$ cat config.mk
export PLATFORM = sky130hd
export DESIGN_NAME = seg7_scan_decoder
export DESIGN_NICKNAME = d
export VERILOG_FILES = /design/src/rtl/seg7_pkg.sv /design/src/rtl/seg7_glyph_decode.sv /design/src/rtl/seg7_scan_decoder.sv
export SDC_FILE = /design/constraint.sdc
export NUM_CORES = 1
export LEC_CHECK = 0
export CORE_UTILIZATION = 52
export CTS_BUF_LIST = sky130_fd_sc_hd__clkbuf_16
export CTS_CLUSTER_DIAMETER = 40
export DETAILED_ROUTE_END_ITERATION = 8
export PLACE_DENSITY = 0.76
export REMOVE_ABC_BUFFERS = 1
export SYNTH_ARGS = -nofsm -noshare
export SYNTH_HDL_FRONTEND = slang
export SYNTH_SLANG_ARGS = --single-unit
$ cat constraint.sdc
create_clock -name clk -period 5.5 [get_ports clk]
set_clock_uncertainty 0.15 [all_clocks]
set_input_delay 1.1 -clock clk [delete_from_list [all_inputs] [get_ports clk]]
set_output_delay 1.1 -clock clk [all_outputs]
set_load 0.005 [all_outputs]
$ cat src/rtl/seg7_pkg.sv
// Shared seven-segment definitions: active-low glyph table, blank codes and scan FSM states.
package seg7_pkg;

    localparam logic [6:0] SEG_BLANK = 7'h7F;
    localparam logic [7:0] AN_NONE   = 8'hFF;

    // Active-low segments, bit 6 = A ... bit 0 = G; index is the hex value.
    localparam logic [6:0] GLYPH [16] = '{
        7'b0000001, 7'b1001111, 7'b0010010, 7'b0000110,
        7'b1001100, 7'b0100100, 7'b0100000, 7'b0001111,
        7'b0000000, 7'b0000100, 7'b0001000, 7'b1100000,
        7'b0110001, 7'b1000010, 7'b0110000, 7'b0111000
    };

    typedef enum logic [1:0] {S_IDLE, S_SETTLE, S_HELD} state_e;

    function automatic logic onehot_low(input logic [7:0] an);
        int unsigned zeros;
        zeros = 0;
        for (int i = 0; i < 8; i++) begin
            if (!an[i]) zeros++;
        end
        return zeros == 1;
    endfunction

endpackage

$ cat src/rtl/seg7_glyph_decode.sv
// Combinational reverse lookup of an active-low segment pattern to its hex nibble.
module seg7_glyph_decode
    import seg7_pkg::*;
(
    input  logic [6:0] seg,
    output logic       hit,
    output logic [3:0] nibble
);

    always_comb begin
        hit    = 1'b0;
        nibble = 4'h0;
        for (int i = 0; i < 16; i++) begin
            if (seg == GLYPH[i]) begin
                hit    = 1'b1;
                nibble = 4'(i);
            end
        end
    end

endmodule

$ cat src/rtl/seg7_scan_decoder.sv
// Debounces multiplexed seven-segment scan lines and rebuilds 8-digit hex frames.
// Optional SEG7_SCAN_CHANGE_DET_EN adds frame_changed, flagging frames that differ from the last.
module seg7_scan_decoder
    import seg7_pkg::*;
#(
    parameter int unsigned STABLE_CYCLES = 4,
    parameter int unsigned NUM_DIGITS    = 8
) (
    input  logic                    clk,
    input  logic                    rst_n,
    input  logic [6:0]              seg,
    input  logic [NUM_DIGITS-1:0]   an,
    output logic                    frame_valid,
    output logic [4*NUM_DIGITS-1:0] frame_data,
    output logic                    err_seg,
    output logic                    err_anode
`ifdef SEG7_SCAN_CHANGE_DET_EN
    ,
    output logic                    frame_changed
`endif
);

    localparam logic [8:0] STABLE = 9'(STABLE_CYCLES);

    state_e                  state_q, state_d;
    logic [6:0]              seg_q, seg_prev_q;
    logic [NUM_DIGITS-1:0]   an_q, an_prev_q;
    logic [7:0]              cnt_q, cnt_d;
    logic [8:0]              cnt_inc;
    logic [NUM_DIGITS-1:0]   mask_q, mask_d;
    logic [3:0]              digit_q [NUM_DIGITS];
    logic [3:0]              digit_d [NUM_DIGITS];
    logic [4*NUM_DIGITS-1:0] digits_flat;
    logic                    same, eval, frame_load, an_ok, glyph_hit;
    logic                    err_seg_d, err_anode_d;
    logic [3:0]              glyph_nib;
    logic [2:0]              an_idx;

    seg7_glyph_decode u_glyph (
        .seg    (seg_q),
        .hit    (glyph_hit),
        .nibble (glyph_nib)
    );

    always_comb begin
        an_ok  = onehot_low(an_q);
        an_idx = 3'd0;
        for (int i = 0; i < NUM_DIGITS; i++) begin
            if (!an_q[i]) an_idx = 3'(i);
        end
        for (int i = 0; i < NUM_DIGITS; i++) begin
            digits_flat[4*i +: 4] = digit_q[i];
        end
    end

    // cnt_q counts identical samples seen so far; capture fires as the count hits STABLE.
    always_comb begin
        state_d = state_q;
        cnt_d   = cnt_q;
        eval    = 1'b0;
        same    = (seg_q == seg_prev_q) && (an_q == an_prev_q);
        cnt_inc = {1'b0, cnt_q} + 9'd1;
        unique case (state_q)
            S_IDLE: begin
                if (an_q != AN_NONE) begin
                    state_d = S_SETTLE;
                    cnt_d   = 8'd1;
                end
            end
            S_SETTLE: begin
                if (!same) begin
                    cnt_d = 8'd1;
                    if (an_q == AN_NONE) state_d = S_IDLE;
                end else begin
                    cnt_d = cnt_inc[7:0];
                    if (cnt_inc >= STABLE) begin
                        eval    = 1'b1;
                        state_d = S_HELD;
                    end
                end
            end
            S_HELD: begin
                if (!same) begin
                    cnt_d   = 8'd1;
                    state_d = (an_q == AN_NONE) ? S_IDLE : S_SETTLE;
                end
            end
            default: state_d = S_IDLE;
        endcase
    end

    // Frame hand-off clears the mask first so a same-cycle capture lands in the new frame.
    always_comb begin
        mask_d      = mask_q;
        digit_d     = digit_q;
        err_seg_d   = 1'b0;
        err_anode_d = 1'b0;
        frame_load  = (mask_q == '1);
        if (frame_load) mask_d = '0;
        if (eval) begin
            if (!an_ok) begin
                err_anode_d = 1'b1;
            end else if (!glyph_hit) begin
                err_seg_d = 1'b1;
            end else begin
                digit_d[an_idx] = glyph_nib;
                mask_d[an_idx]  = 1'b1;
            end
        end
    end

    always_ff @(posedge clk or negedge rst_n) begin
        if (!rst_n) begin
            state_q     <= S_IDLE;
            seg_q       <= SEG_BLANK;
            seg_prev_q  <= SEG_BLANK;
            an_q        <= AN_NONE;
            an_prev_q   <= AN_NONE;
            cnt_q       <= 8'd0;
            mask_q      <= '0;
            digit_q     <= '{default: 4'h0};
            frame_valid <= 1'b0;
            frame_data  <= '0;
            err_seg     <= 1'b0;
            err_anode   <= 1'b0;
        end else begin
            state_q     <= state_d;
            seg_q       <= seg;
            seg_prev_q  <= seg_q;
            an_q        <= an;
            an_prev_q   <= an_q;
            cnt_q       <= cnt_d;
            mask_q      <= mask_d;
            digit_q     <= digit_d;
            frame_valid <= frame_load;
            err_seg     <= err_seg_d;
            err_anode   <= err_anode_d;
            if (frame_load) frame_data <= digits_flat;
        end
    end

`ifdef SEG7_SCAN_CHANGE_DET_EN
    // frame_data still holds the previous frame when the new one is loaded.
    logic first_q;

    always_ff @(posedge clk or negedge rst_n) begin
        if (!rst_n) begin
            first_q       <= 1'b1;
            frame_changed <= 1'b0;
        end else begin
            frame_changed <= frame_load && (first_q || (digits_flat != frame_data));
            if (frame_load) first_q <= 1'b0;
        end
    end
`endif

endmodule

# Word level (Yosys, flattened, before mapping)
# Cells that the tools add are included.
word_totals:
  register_bits: 115
  in_bits: 17
classes:
  magnitude_cmp: 5
  n_eq_ne: 27
  bitwise: 2
  n_reduce_logical: 9
  muxes: 74
  addsub: 8
ops:
  columns: ["op", "count"]
  rows:
  - ["$add 32x1->32 const B", 7]
  - ["$mux 32", 7]
  - ["$mux 8", 7]
  - ["$mux 4", 9]
  - ["$eq 7x6->1 const B", 5]
  - ["$bwmux 32", 1]
  - ["$eq 32x1->1 const B", 1]
  - ["$mux 3", 10]
  - ["$mux 1", 29]
  - ["$eq 7x7->1 const B", 4]
  - ["$pmux 8 s3", 1]
  - ["$eq 8x8->1 const B", 2]
  - ["$eq 7x3->1 const B", 2]
  - ["$eq 7x4->1 const B", 2]
  - ["$mux 2", 7]
  - ["$demux 4 s3", 1]
  - ["$add 8x1->9 const B", 1]
  - ["$ge 9x3->1 const B", 1]
  - ["$eq 8x8->1", 1]
  - ["$ne 8x8->1 const B", 1]
  - ["$or 8x8->8", 1]
  - ["$eq 7x1->1 const B", 1]
  - ["$eq 7x5->1 const B", 1]
  - ["$eq 7x7->1", 1]
  - ["other kinds (17)", 22]

# Longest topological paths before layout
# Gate-level depths: netlist of the first run.
logic_depth:
  ltp_word: 20
  depth_mapped: 25
  ltp_nobuf: 25

# By module
# From an unflattened synthesis of the first run, not the netlist that was laid out.
unflattened:
  hier_cells: 531
  area_unflattened_um2: 5650.4
by_module_without_submodules:
  columns: ["mod", "area_per_inst_um2", "instances", "cells_each"]
  rows:
  - ["seg7_scan_decoder", 5241.3, 1, 475]
  - ["seg7_glyph_decode", 409.1, 1, 56]

# Worst setup path after synthesis of the first run
# Ideal clock, no wire load.
synth_path:
  path_kind: "register to register"
  startpoint: "reg an_q[0]"
  endpoint: "reg digit_q[4] in the netlist's numbering"
  required_time_ns: 5.225
  n_path_buf: 0
  setup_ns: 0.125
  path_stages_with_launch: 25
  path_slack_ns: -0.118
  period_less_slack_ns: 5.618
  arrival_time_ns: 5.343
  cell_sequence: "dfstp_2 inv_1 ha_1 xnor2_1 ha_1 nand2b_1 o31a_1 inv_1 ha_1 nor2_1 a21oi_1 ha_1 nor2b_1 a31oi_1 o21ai_0 ha_1 mux2_2 ha_1 nor2b_1 xnor2_1 xnor3_1 a311oi_2 nand4_2 a2111oi_4 mux2_2"
synth_between:
  elab_chain_cells: 17
  elab_cells_between_ends: 21
  cone_classes: "add/sub (7); eq/ne (2); mux (10); reduce/logical (2)"
synth_rtl:
  columns: ["item", "line_no", "rtl"]
  rows:
  - ["from (decl)", "seg7_scan_decoder.sv:27", "logic [NUM_DIGITS-1:0] an_q, an_prev_q;"]
  - ["from (signal assigned)", "seg7_scan_decoder.sv:130", "an_q <= an;"]
  - ["$mux 1", "seg7_pkg.sv:21", "if (!an[i]) zeros++;"]
  - ["$add 32x1->32", "seg7_pkg.sv:21", null]
  - ["$mux 32", "seg7_pkg.sv:21", null]
  - ["$add 32x1->32", "seg7_pkg.sv:21", null]
  - ["$mux 32", "seg7_pkg.sv:21", null]
  - ["$add 32x1->32", "seg7_pkg.sv:21", null]
  - ["$mux 32", "seg7_pkg.sv:21", null]
  - ["$add 32x1->32", "seg7_pkg.sv:21", null]
  - ["$mux 32", "seg7_pkg.sv:21", null]
  - ["$add 32x1->32", "seg7_pkg.sv:21", null]
  - ["$mux 32", "seg7_pkg.sv:21", null]
  - ["$add 32x1->32", "seg7_pkg.sv:21", null]
  - ["$mux 32", "seg7_pkg.sv:21", null]
  - ["$add 32x1->32", "seg7_pkg.sv:21", null]
  - ["$mux 32", "seg7_pkg.sv:21", null]
  - ["$eq 32x1->1", "seg7_pkg.sv:23", "return zeros == 1;"]
  - ["$reduce_and 3->1 (no source line) (*)", null, null]
  - ["to (signal assigned)", "seg7_scan_decoder.sv:134", "digit_q <= digit_d;"]
  - ["to (decl)", "seg7_scan_decoder.sv:31", "logic [3:0] digit_q [NUM_DIGITS];"]
# Mark *: on every way between the ends. The rest lies on a longest branch, timed or not.
# A chain may end at the register's enable or synchronous reset.

# Worst setup path after layout of the first run
layout_path:
  startpoint: "reg an_q[0]"
  endpoint: "reg digit_q[5] in the netlist's numbering"
# Same word-level chain as after synthesis.

==> results.sh, run 1 <==
export IMPL_drtPass1Iterations=5
export IMPL_grt_setup_unrepaired="yes"
export IMPL_io_buffer_count=51
export IMPL_arrival_time_reported_for_the_critical_path_endpoint_ns=6.05
export IMPL_r2r_setup_slk_ns=-0.40
export IMPL_start_kind="flop"
export IMPL_power_uw=2390
export IMPL_placed_area_um2=6110
export IMPL_violations="setup timing"
export IMPL_max_vdd_ir_drop_v=0.000260
export IMPL_post_synthesis_share_of_cell_area_spent_on_xor_and_xnor_gates_pct=5.51
export IMPL_startpoint_to_endpoint_class_of_the_critical_path="flop to flop"
export IMPL_die_area_um2=10800
export IMPL_num_rows=36
export IMPL_flow_area_growth_from_synthesis_pct=34.9
export IMPL_layout_cell_area_non_filler_um2=7270
export IMPL_nNetsFinal=627
export IMPL_worst_setup_path_end_kind="flop"
export IMPL_cts_path_max_buffers=2
export IMPL_async_set_reset_flop_share_out_of_synthesis_pct=100
export IMPL_rr_startpoint="an_q[0]"
export IMPL_io_pins=52
export IMPL_worstHoldPathType="flop to flop"
export IMPL_whs_endpoint="seg_prev_q[4]"
export IMPL_synth_area_um2=5390
export IMPL_synthesis_yosys_warnings=0
export IMPL_slew_viol_final=0
export IMPL_synth_seq_cells=115
export IMPL_ys_types=67
export IMPL_via_count=4399
export IMPL_globalRouteOverflowTotal=0
export IMPL_hold_buffers=0
export IMPL_fp_dieH_um=104
export IMPL_synthesis_area_per_instance_um2=10.7
export IMPL_transition_time_at_the_pin_with_the_least_slew_margin_ns=1.01
export IMPL_fp_dieW_um=104
export IMPL_setup_viol=36
export IMPL_grt_pass1_vias=4426
export IMPL_finalHoldViolCount=0
export IMPL_clock_tree_from_tritoncts="done"
export IMPL_cts_root_buf="sky130_fd_sc_hd__clkbuf_16"
export IMPL_clock_buffer_count_from_cts=17
export IMPL_drc=0
export IMPL_grt_start_max_net_pins=84
export IMPL_core_um2=9910
export IMPL_post_synth_inst_count=501
export IMPL_worst_slack_ns=-0.400
export IMPL_routability_cong=0.926
export IMPL_critPathRequiredTime_ns=5.65
export IMPL_synth_enable_flop_cells=0
export IMPL_critical_path_max_fanout=5
export IMPL_antenna_diode_count=0
export IMPL_gr_usage_all_layers_pct=26.2
export IMPL_timing_slew_headroom_pct=32.1
export IMPL_status="finished, violations left"
export IMPL_tns_ns=-7.69
export IMPL_largest_family_of_logic_cells_by_synthesized_area="simple AND/OR/NAND/NOR gates"
export IMPL_depth_of_the_worst_hold_timing_path=0
export IMPL_clk_insertion_delay_late_ns=0.41
export IMPL_synth_compound_area_share_pct=8.50
export IMPL_synth_simple_gate_area_share_pct=19.4
export IMPL_dr_first_iter_drc_count=320
export IMPL_total_leakage_power_uw=0.00341
export IMPL_final_period_minus_worst_setup_slack_ns=5.90
export IMPL_drt_wirelength_per_cell_um=18.6
export IMPL_yosys_area_share_adder_pct=2.09
export IMPL_antenna_found_initial=0
export IMPL_cts_sinks=115
export IMPL_maxCapViolCount=0
export IMPL_worst_hold_startpoint="seg_q[4]"
export IMPL_floorplan_initialDensity_pct=54.3
export IMPL_drive_gt1_share_pct=32.6
export IMPL_clk_pin_slew_ns=0.06
export IMPL_final_min_period_over_clock_period_pct=107
export IMPL_synth_flop_cell="sky130_fd_sc_hd__dfrtp_1"
export IMPL_fmax_mhz=169
export IMPL_cts_htree_levels=4
export IMPL_grt_first_pass_wirelength_mm=22.0
export IMPL_synth_seq_area_share_pct=54.1
export IMPL_ant_nets=0
export IMPL_dp_hpwl_mm=7.18
export IMPL_detail_route_wirelength_mm=13.9
export IMPL_critical_path_reg2reg_endpoint="digit_q[5]"
export IMPL_worst_r2r_cell_count=25
export IMPL_post_synth_mux_area_share_pct=7.48
export IMPL_power_density_cell_area_nw_per_um2=329
export IMPL_vias_per_cell=5.90
export IMPL_fillers=646
## critical path: stages, from the launching register on
cell and delay, ns:
sky130_fd_sc_hd__dfstp_2 0.56, sky130_fd_sc_hd__inv_2 0.06, sky130_fd_sc_hd__ha_4 0.26, sky130_fd_sc_hd__xnor2_4 0.13, sky130_fd_sc_hd__ha_1 0.29, sky130_fd_sc_hd__nand2b_1 0.11, sky130_fd_sc_hd__o31a_1 0.21, sky130_fd_sc_hd__inv_2 0.07
sky130_fd_sc_hd__ha_4 0.28, sky130_fd_sc_hd__nor2_4 0.05, sky130_fd_sc_hd__a21oi_4 0.17, sky130_fd_sc_hd__ha_4 0.23, sky130_fd_sc_hd__nor2b_4 0.14, sky130_fd_sc_hd__a31oi_4 0.20, sky130_fd_sc_hd__o21ai_2 0.09, sky130_fd_sc_hd__ha_1 0.30
sky130_fd_sc_hd__mux2_4 0.29, sky130_fd_sc_hd__ha_4 0.16, sky130_fd_sc_hd__nor2b_4 0.13, sky130_fd_sc_hd__xnor2_2 0.14, sky130_fd_sc_hd__xnor3_2 0.31, sky130_fd_sc_hd__a311oi_2 0.39, sky130_fd_sc_hd__nand4_2 0.23, sky130_fd_sc_hd__a2111oi_4 0.32
sky130_fd_sc_hd__buf_4 0.21, sky130_fd_sc_hd__mux2_4 0.31
## synthesized netlist by cell type, drive strengths merged, types with 2 or more instances
master   count  share of area (%)
nand2      122                8.5
dfrtp       85                 39
mux2        34                7.1
dfstp       30                 15
xnor2       21                3.4
o21ai       16                1.5
nor3        15                1.6
clkbuf      14               0.98
inv         14                1.0
a21oi       13                1.2
nor2        13               0.91
buf         10               0.84
nand4       10                1.3
ha           9                2.1
nor2b        9                1.0
a21o         6               0.86
and3         6               0.74
nand3        6               0.56
a31oi        5               0.58
xor2         5               0.81
a211oi       4               0.65
or3b         4               0.70
a2111oi      3                1.2
and4         3               0.53
nand2b       3               0.35
nor4         3               0.35
or3          3               0.44
or4b         3               0.56
xnor3        3                1.3
mux2i        2               0.37
nand3b       2               0.28
o22ai        2               0.23
o31ai        2               0.28
or4          2               0.28
## report_power, final
part           switching (uW)  internal (uW)
Combinational             194            220
Sequential               25.6            868
Clock                     411            669
Total                     631           1760
## area by class of cell
cell class / instances / area, um^2 / area share (%)
sequential: 115 / 2920 / 40.1
clock buffer: 17 / 425 / 5.85
timing repair buffer: 105 / 940 / 12.9
inverter: 14 / 55.1 / 0.758
multi-input combinational: 348 / 2610 / 35.9
tap: 133 / 166 / 2.29
clock inverter: 14 / 155 / 2.13
## worst max-delay path by stage
stage,startpoint,to,slack (ns),depth (start not counted)
6_report,an_q[0],digit_q[5],-0.40,25
5_1_grt,an_q[0],digit_q[5],-0.56,25
4_1_cts,an_q[1],digit_q[7],-0.02,25
3_5_place_dp,an_q[0],digit_q[7],-0.35,25
3_3_place_gp,an_q[0],digit_q[4],-0.09,25
2_1_floorplan,an_q[0],digit_q[4],-0.1,24
## sequential cells by signal (all words and copies together) (netlist names)
| name | flops |
|---|---|
| state_q | 2 |
| frame_data | 32 |
| cnt_q | 8 |
| mask_q | 8 |
| seg_prev_q | 7 |
| err_anode | 1 |
| err_seg | 1 |
| frame_valid | 1 |
| an_prev_q | 8 |
| digit_q | 32 |
| seg_q | 7 |
| an_q | 8 |
## cell families after synthesis
| kind of cell | count (synthesis) |
|---|---|
| AOI/OAI and AO/OA | 62 |
| xor gates and xnor gates | 29 |
| adders and majority gates | 9 |
| buffers and inverters | 38 |
| DFF | 115 |
| muxes | 36 |
| and+or+nand+nor | 212 |
## timing repair
action,4_1_cts,5_1_grt
pin swaps,16,10
setup buffers,27,11
gates resized for setup,43,25
endpoints found under the setup margin,38,42
## metrics by stage
stage / util, % / cells / worst slack (ns) / hold WS [ns]
global route: 73.3 / 746 / -0.556 / 0.293
detailed placement: 61.7 / 681 / -0.346 / 0.277
floorplan: - / 477 / -0.0973 / 0.225
finish: 73.3 / 746 / -0.400 / 0.294
CTS: 71.6 / 739 / -0.0246 / 0.289
global placement: 61.7 / 681 / -0.0866 / 0.275
## layer usage
layer	up-vias	global-route usage, %	share of wire [%]
li1	1931	-	-
met1	2209	31.8	41
met2	198	42.4	50
met3	61	7.55	5.0
met4	0	13.9	3.6
met5	-	0	0
## cell usage in the layout (no fill, tap or decap), drive strengths merged, types with 3 or more instances in the layout
cell type and instances:
nand4 10, a2111oi 3, nor2b 9, xor2 5, buf 55, nand3 6
and4 3, or3b 4, or3 3, nand2b 3, clkinv 4, nor3 15
clkdlybuf4s50 50, or4b 3, xnor3 3, a21oi 13, and3 6, inv 18
o21ai 16, dfstp 30, a21o 6, mux2 34, dfrtp 85, a31oi 5
ha 9, clkinvlp 4, nor4 3, nor2 13, nand2 122, xnor2 21
clkbuf 17, a211oi 4
No activity file was read; power rests on OpenSTA's default activity.
==> inputs of run 2 (changes only) <==
CELL_PAD_IN_SITES_DETAIL_PLACEMENT = 0   (was not set)
CELL_PAD_IN_SITES_GLOBAL_PLACEMENT = 1   (was not set)
CORE_UTILIZATION = 41   (was 52)
PLACE_DENSITY = not set   (was 0.76)
PLACE_DENSITY_LB_ADDON = 0.1   (was not set)
==> run 2 against run 1 <==
  * The flow now finishes without violations
  * Final cell count grew 2.4%
  * First-iteration DRC count shrank 48%
  * Clock power grew 6%
  * Critical endpoint is now digit_q[11]
  * Global-route usage shrank 6.5 points
  * Via count shrank 11%
  * Sequential share of layout area grew 1.0 points
  * Final area shrank 2.5%
  * Non-clock buffer count shrank 22
  * Register-to-register slack gained 0.44 ns
  * Worst setup slack gained 0.44 ns
  * Worst hold slack lost 0.011 ns
==> results.sh, run 2 (same netlist as run 1, synthesis figures left out) <==
export IMPL_status="finished clean"
export IMPL_whs_endpoint="seg_prev_q[4]"
export IMPL_startpoint="an_q[0]"
export IMPL_total_leakage_power_uw=0.00330
export IMPL_r2r_setup_slk_ns=0.04
export IMPL_detail_route_wirelength_mm=12.2
export IMPL_grt_first_pass_wirelength_mm=19.8
export IMPL_drc=0
export IMPL_depth_of_the_worst_hold_timing_path=0
export IMPL_final_period_minus_worst_setup_slack_ns=5.46
export IMPL_final_common_cell="sky130_fd_sc_hd__nand2_1"
export IMPL_critPathRequiredTime_ns=5.65
export IMPL_fp_dieW_um=117
export IMPL_timing_slew_headroom_pct=31.0
export IMPL_worst_setup_path_end_kind="flop"
export IMPL_top_layer_used="met4"
export IMPL_critPathSlowestCell="sky130_fd_sc_hd__dfstp_2"
export IMPL_critical_path_max_fanout=5
export IMPL_fp_dieH_um=117
export IMPL_num_rows=41
export IMPL_power_uw=2320
export IMPL_io_buffer_count=51
export IMPL_die_area_um2=13600
export IMPL_via_count=3900
export IMPL_placed_area_um2=6170
export IMPL_wirelength_met1_mm=5.90
export IMPL_worst_r2r_cell_count=26
export IMPL_maxCapViolCount=0
export IMPL_hold_buffers=0
export IMPL_grt_setup_unrepaired="yes"
export IMPL_worst_hold_startpoint="seg_q[4]"
export IMPL_drtPass1Iterations=5
export IMPL_worst_path_dominant_cell_family="adder cells"
export IMPL_dp_hpwl_mm=7.89
export IMPL_io_pins=52
export IMPL_top_regs="digit_q (32), frame_data (32)"
export IMPL_drt_wirelength_per_cell_um=16.0
export IMPL_startpoint_to_endpoint_class_of_the_critical_path="flop to flop"
export IMPL_clk_pin_slew_ns=0.05
export IMPL_flow_area_growth_from_synthesis_pct=31.6
export IMPL_setup_viol=0
export IMPL_nNetsFinal=605
export IMPL_power_density_cell_area_nw_per_um2=328
export IMPL_fmax_mhz=183
export IMPL_cts_path_max_buffers=2
export IMPL_dr_first_iter_drc_count=167
export IMPL_slew_viol_final=0
export IMPL_worstHoldPathType="flop to flop"
export IMPL_dr_wl_met2_mm=5.67
export IMPL_clk_insertion_delay_late_ns=0.42
export IMPL_ant_nets=0
export IMPL_routability_cong=0.820
export IMPL_cts_htree_levels=4
export IMPL_drive_gt1_share_pct=28.7
export IMPL_antenna_found_initial=0
export IMPL_arrival_time_reported_for_the_critical_path_endpoint_ns=5.62
export IMPL_cts_root_buf="sky130_fd_sc_hd__clkbuf_16"
export IMPL_critical_path_reg2reg_endpoint="digit_q[11]"
export IMPL_grt_pass1_vias=3867
export IMPL_timing_critical_path_buf_inv=4
export IMPL_core_um2=12700
export IMPL_floorplan_initialDensity_pct=42.3
export IMPL_grt_start_max_net_pins=80
export IMPL_cts_sinks=115
export IMPL_critical_path_max_stage_delay_ns=0.54
export IMPL_final_min_period_over_clock_period_pct=99.3
export IMPL_antenna_diode_count=0
export IMPL_clock_buffer_count_from_cts=17
export IMPL_globalRouteOverflowTotal=0
export IMPL_most_common_layout_cells="sky130_fd_sc_hd__nand2_1 (122), sky130_fd_sc_hd__dfrtp_1 (85), sky130_fd_sc_hd__clkdlybuf4s50_1 (50)"
export IMPL_clock_tree_from_tritoncts="done"
export IMPL_finalHoldViolCount=0
export IMPL_max_vdd_ir_drop_v=0.000238
export IMPL_gr_usage_all_layers_pct=19.7
export IMPL_start_kind="flop"
export IMPL_layout_cell_area_non_filler_um2=7090
export IMPL_transition_time_at_the_pin_with_the_least_slew_margin_ns=1.03
export IMPL_vias_per_cell=5.10
export IMPL_rr_startpoint="an_q[0]"
export IMPL_route_met3_wl_um=527
==> run 2: cell count changes in the layout (fill, tap and decap cells not counted), moves of 2 or more <==
cell,previous run,this run
sky130_fd_sc_hd__mux2_2,16,21
sky130_fd_sc_hd__clkinv_1,0,5
sky130_fd_sc_hd__clkinv_2,2,0
sky130_fd_sc_hd__buf_4,48,30
sky130_fd_sc_hd__buf_6,7,3
sky130_fd_sc_hd__bufinv_16,2,4
sky130_fd_sc_hd__mux2_4,18,13
==> run 2: where the power goes <==
part | internal, uW | switching [uW]
Sequential | 868 | 24.2
Clock | 751 | 390
Combinational | 153 | 135
Total | 1770 | 549
==> run 2: per-stage QoR <==
stage	hold slack [ns]	instances	setup TNS [ns]	utilization [%]	setup WS, ns
after global routing	0.299	764	-2.43	55.7	-0.150
after floorplan	0.225	477	-0.389	-	-0.0973
final	0.283	764	0	55.7	0.0362
after CTS	0.282	758	-0.173	54.6	-0.0349
after detailed placement	0.272	720	-4.44	48.5	-0.279
after global placement	0.273	720	-1.65	48.5	-0.134
==> run 2: repair_timing <==
| action | 4_1_cts | 5_1_grt |
|---|---|---|
| buffers inserted | 6 | 6 |
| pin swaps | 13 | 12 |
| gates resized for setup | 25 | 24 |
| endpoints found under the setup margin | 29 | 36 |
| cloned | 0 | 0 |
==> run 2: worst max path at each step <==
stage	end	slack, ns	cells past startpoint
after floorplan	digit_q[4]	-0.1	24
after global placement	digit_q[7]	-0.13	24
after detailed placement	digit_q[6]	-0.28	24
after CTS	digit_q[5]	-0.03	25
after global routing	digit_q[8]	-0.15	26
final	digit_q[11]	0.04	26
==> run 2: area by class of cell <==
cell class | instances | area, um^2
Clock inverter | 15 | 188
Clock buffer | 17 | 425
Fill cell | 1152 | 5640
Timing Repair Buffer | 83 | 759
Tap cell | 172 | 215
Multi-Input combinational cell | 348 | 2530
Sequential cell | 115 | 2920
Inverter | 14 | 55.1
==> run 2: routing by layer <==
metal	track usage, %	vias up
li1	-	1884
met1	26.2	1926
met4	6.33	0
met5	0	-
met3	6.85	10
met2	30.1	80
==> run 2: worst reg2reg max path: cells and delay by family, from the launching register on <==
kind | cells | cell delay (ns)
buffers and inverters | 4 | 0.46
adder cells (fa/ha/maj) | 6 | 1.51
multiplexers | 2 | 0.59
flip-flops | 1 | 0.54
XOR/XNOR | 3 | 0.59
AO/OA/AOI/OAI | 6 | 0.91
AND/OR/NAND/NOR | 5 | 0.60
==> inputs of run 3 (changes only) <==
SLEW_MARGIN = 20   (was not set)
==> run 3 against run 2 <==
  * Maximum frequency up 0.11%
  * First-iteration DRC count up 0.60%
  * Clock power about the same
  * Non-clock buffer count unchanged
  * Critical endpoint unchanged
  * Largest cell class unchanged
  * Register-to-register slack about the same
==> results.sh, run 3 (same netlist as run 1, synthesis figures left out) <==
export IMPL_grt_pass1_vias=3867
export IMPL_timing_slew_headroom_pct=36.2
export IMPL_dp_hpwl_mm=7.89
export IMPL_clock_buffer_count_from_cts=17
export IMPL_dr_wl_met2_mm=5.67
export IMPL_fmax_mhz=183
export IMPL_hold_buffers=0
export IMPL_floorplan_initialDensity_pct=42.3
export IMPL_fp_dieH_um=117
export IMPL_r2r_setup_slk_ns=0.04
export IMPL_power_density_cell_area_nw_per_um2=327
export IMPL_cts_root_buf="sky130_fd_sc_hd__clkbuf_16"
export IMPL_vias_per_cell=5.09
export IMPL_drc=0
export IMPL_hold_ws_ns=0.283
export IMPL_grt_first_pass_wirelength_mm=19.8
export IMPL_top_layer_used="met4"
export IMPL_total_leakage_power_uw=0.00329
export IMPL_drt_wirelength_per_cell_um=16.0
export IMPL_antenna_diode_count=0
export IMPL_dr_first_iter_drc_count=168
export IMPL_core_um2=12700
export IMPL_setup_viol=0
export IMPL_drive_gt1_share_pct=28.7
export IMPL_clock_tree_from_tritoncts="done"
export IMPL_maxCapViolCount=0
export IMPL_arrival_time_reported_for_the_critical_path_endpoint_ns=5.61
export IMPL_fillers=1152
export IMPL_power_uw=2320
export IMPL_startpoint_to_endpoint_class_of_the_critical_path="flop to flop"
export IMPL_final_period_minus_worst_setup_slack_ns=5.46
export IMPL_finalHoldViolCount=0
export IMPL_io_pins=52
export IMPL_core_occupancy_in_the_finished_layout_pct=55.7
export IMPL_final_common_cell="sky130_fd_sc_hd__nand2_1"
export IMPL_drtPass1Iterations=4
export IMPL_antenna_found_initial=0
export IMPL_die_area_um2=13600
export IMPL_clk_insertion_delay_late_ns=0.42
export IMPL_clk_pin_slew_ns=0.05
export IMPL_io_buffer_count=51
export IMPL_final_min_period_over_clock_period_pct=99.2
export IMPL_status="finished clean"
export IMPL_grt_start_max_net_pins=80
export IMPL_via_count=3889
export IMPL_routability_cong=0.820
export IMPL_detail_route_wirelength_mm=12.2
export IMPL_grt_setup_unrepaired="yes"
export IMPL_layout_cell_area_non_filler_um2=7090
export IMPL_critPathSlowestCell="sky130_fd_sc_hd__dfstp_2"
export IMPL_most_common_layout_cells="sky130_fd_sc_hd__nand2_1 (122), sky130_fd_sc_hd__dfrtp_1 (85), sky130_fd_sc_hd__clkdlybuf4s50_1 (50)"
export IMPL_flow_area_growth_from_synthesis_pct=31.7
export IMPL_critPathRequiredTime_ns=5.65
export IMPL_num_rows=41
export IMPL_critical_path_max_fanout=5
export IMPL_slew_viol_final=0
export IMPL_ant_nets=0
export IMPL_nNetsFinal=605
export IMPL_critical_path_max_stage_delay_ns=0.54
export IMPL_start_kind="flop"
export IMPL_final_cell_count_no_fill=764
export IMPL_transition_time_at_the_pin_with_the_least_slew_margin_ns=0.952
export IMPL_wirelength_met1_mm=5.93
export IMPL_placed_area_um2=6170
export IMPL_fp_dieW_um=117
export IMPL_gr_usage_all_layers_pct=19.7
export IMPL_route_met3_wl_um=483
export IMPL_max_vdd_ir_drop_v=0.000237
export IMPL_cts_htree_levels=4
export IMPL_globalRouteOverflowTotal=0
export IMPL_top_regs="digit_q (32), frame_data (32)"
export IMPL_post_place_cells=720
export IMPL_worst_setup_path_end_kind="flop"
export IMPL_cts_sinks=115
export IMPL_cts_path_max_buffers=2
export IMPL_worstHoldPathType="flop to flop"
run 3: what timing repair did:
item / CTS / global route
endpoints found under the setup margin: 29 / 36
buffers inserted: 6 / 6
resized for setup: 25 / 24
pin swaps: 13 / 12
run 3: metal layers:
metal | GRT usage, % | up-vias
li1 | - | 1886
met1 | 26.2 | 1924
met2 | 30.1 | 66
met3 | 6.85 | 13
met4 | 6.33 | 0
met5 | 0 | -
run 3: metrics by stage:
stage	setup WS, ns	TNS [ns]
6_report	0.0421	0
5_1_grt	-0.150	-2.43
4_1_cts	-0.0349	-0.173
3_5_place_dp	-0.279	-4.44
3_3_place_gp	-0.134	-1.65
2_1_floorplan	-0.0973	-0.389
run 3: final cells by class:
class | count | area [um^2] | area share (%)
Sequential cell | 115 | 2920 | 41.1
Multi-Input combinational cell | 348 | 2530 | 35.7
Timing Repair Buffer | 83 | 763 | 10.8
Clock buffer | 17 | 425 | 6.00
Tap cell | 172 | 215 | 3.04
Clock inverter | 15 | 188 | 2.65
Inverter | 14 | 55.1 | 0.776
run 3: where the power goes:
group | switching, uW | internal (uW) | total (uW)
Clock | 390 | 751 | 1140
Combinational | 135 | 153 | 288
Sequential | 24.3 | 868 | 892
Total | 548 | 1770 | 2320
run 3: worst paths after layout:
kind / from / to / depth (start not counted)
min reg2reg: seg_q[4] / seg_prev_q[4] / 0
min in group asynchronous: rst_n / digit_q[27] / 1
max reg2reg: an_q[0] / digit_q[11] / 26
max: an_q[0] / digit_q[11] / 26
min: seg_q[4] / seg_prev_q[4] / 0
max in group asynchronous: rst_n / frame_data[2] / 2
run 3: worst max-delay path: cells and delay by family, from the launching register on:
kind | cells | cell delay (ns)
fa+ha+maj | 6 | 1.51
compound gates | 6 | 0.90
simple gates | 5 | 0.60
mux | 2 | 0.59
xor+xnor | 3 | 0.59
flops | 1 | 0.54
buf+inv | 4 | 0.46
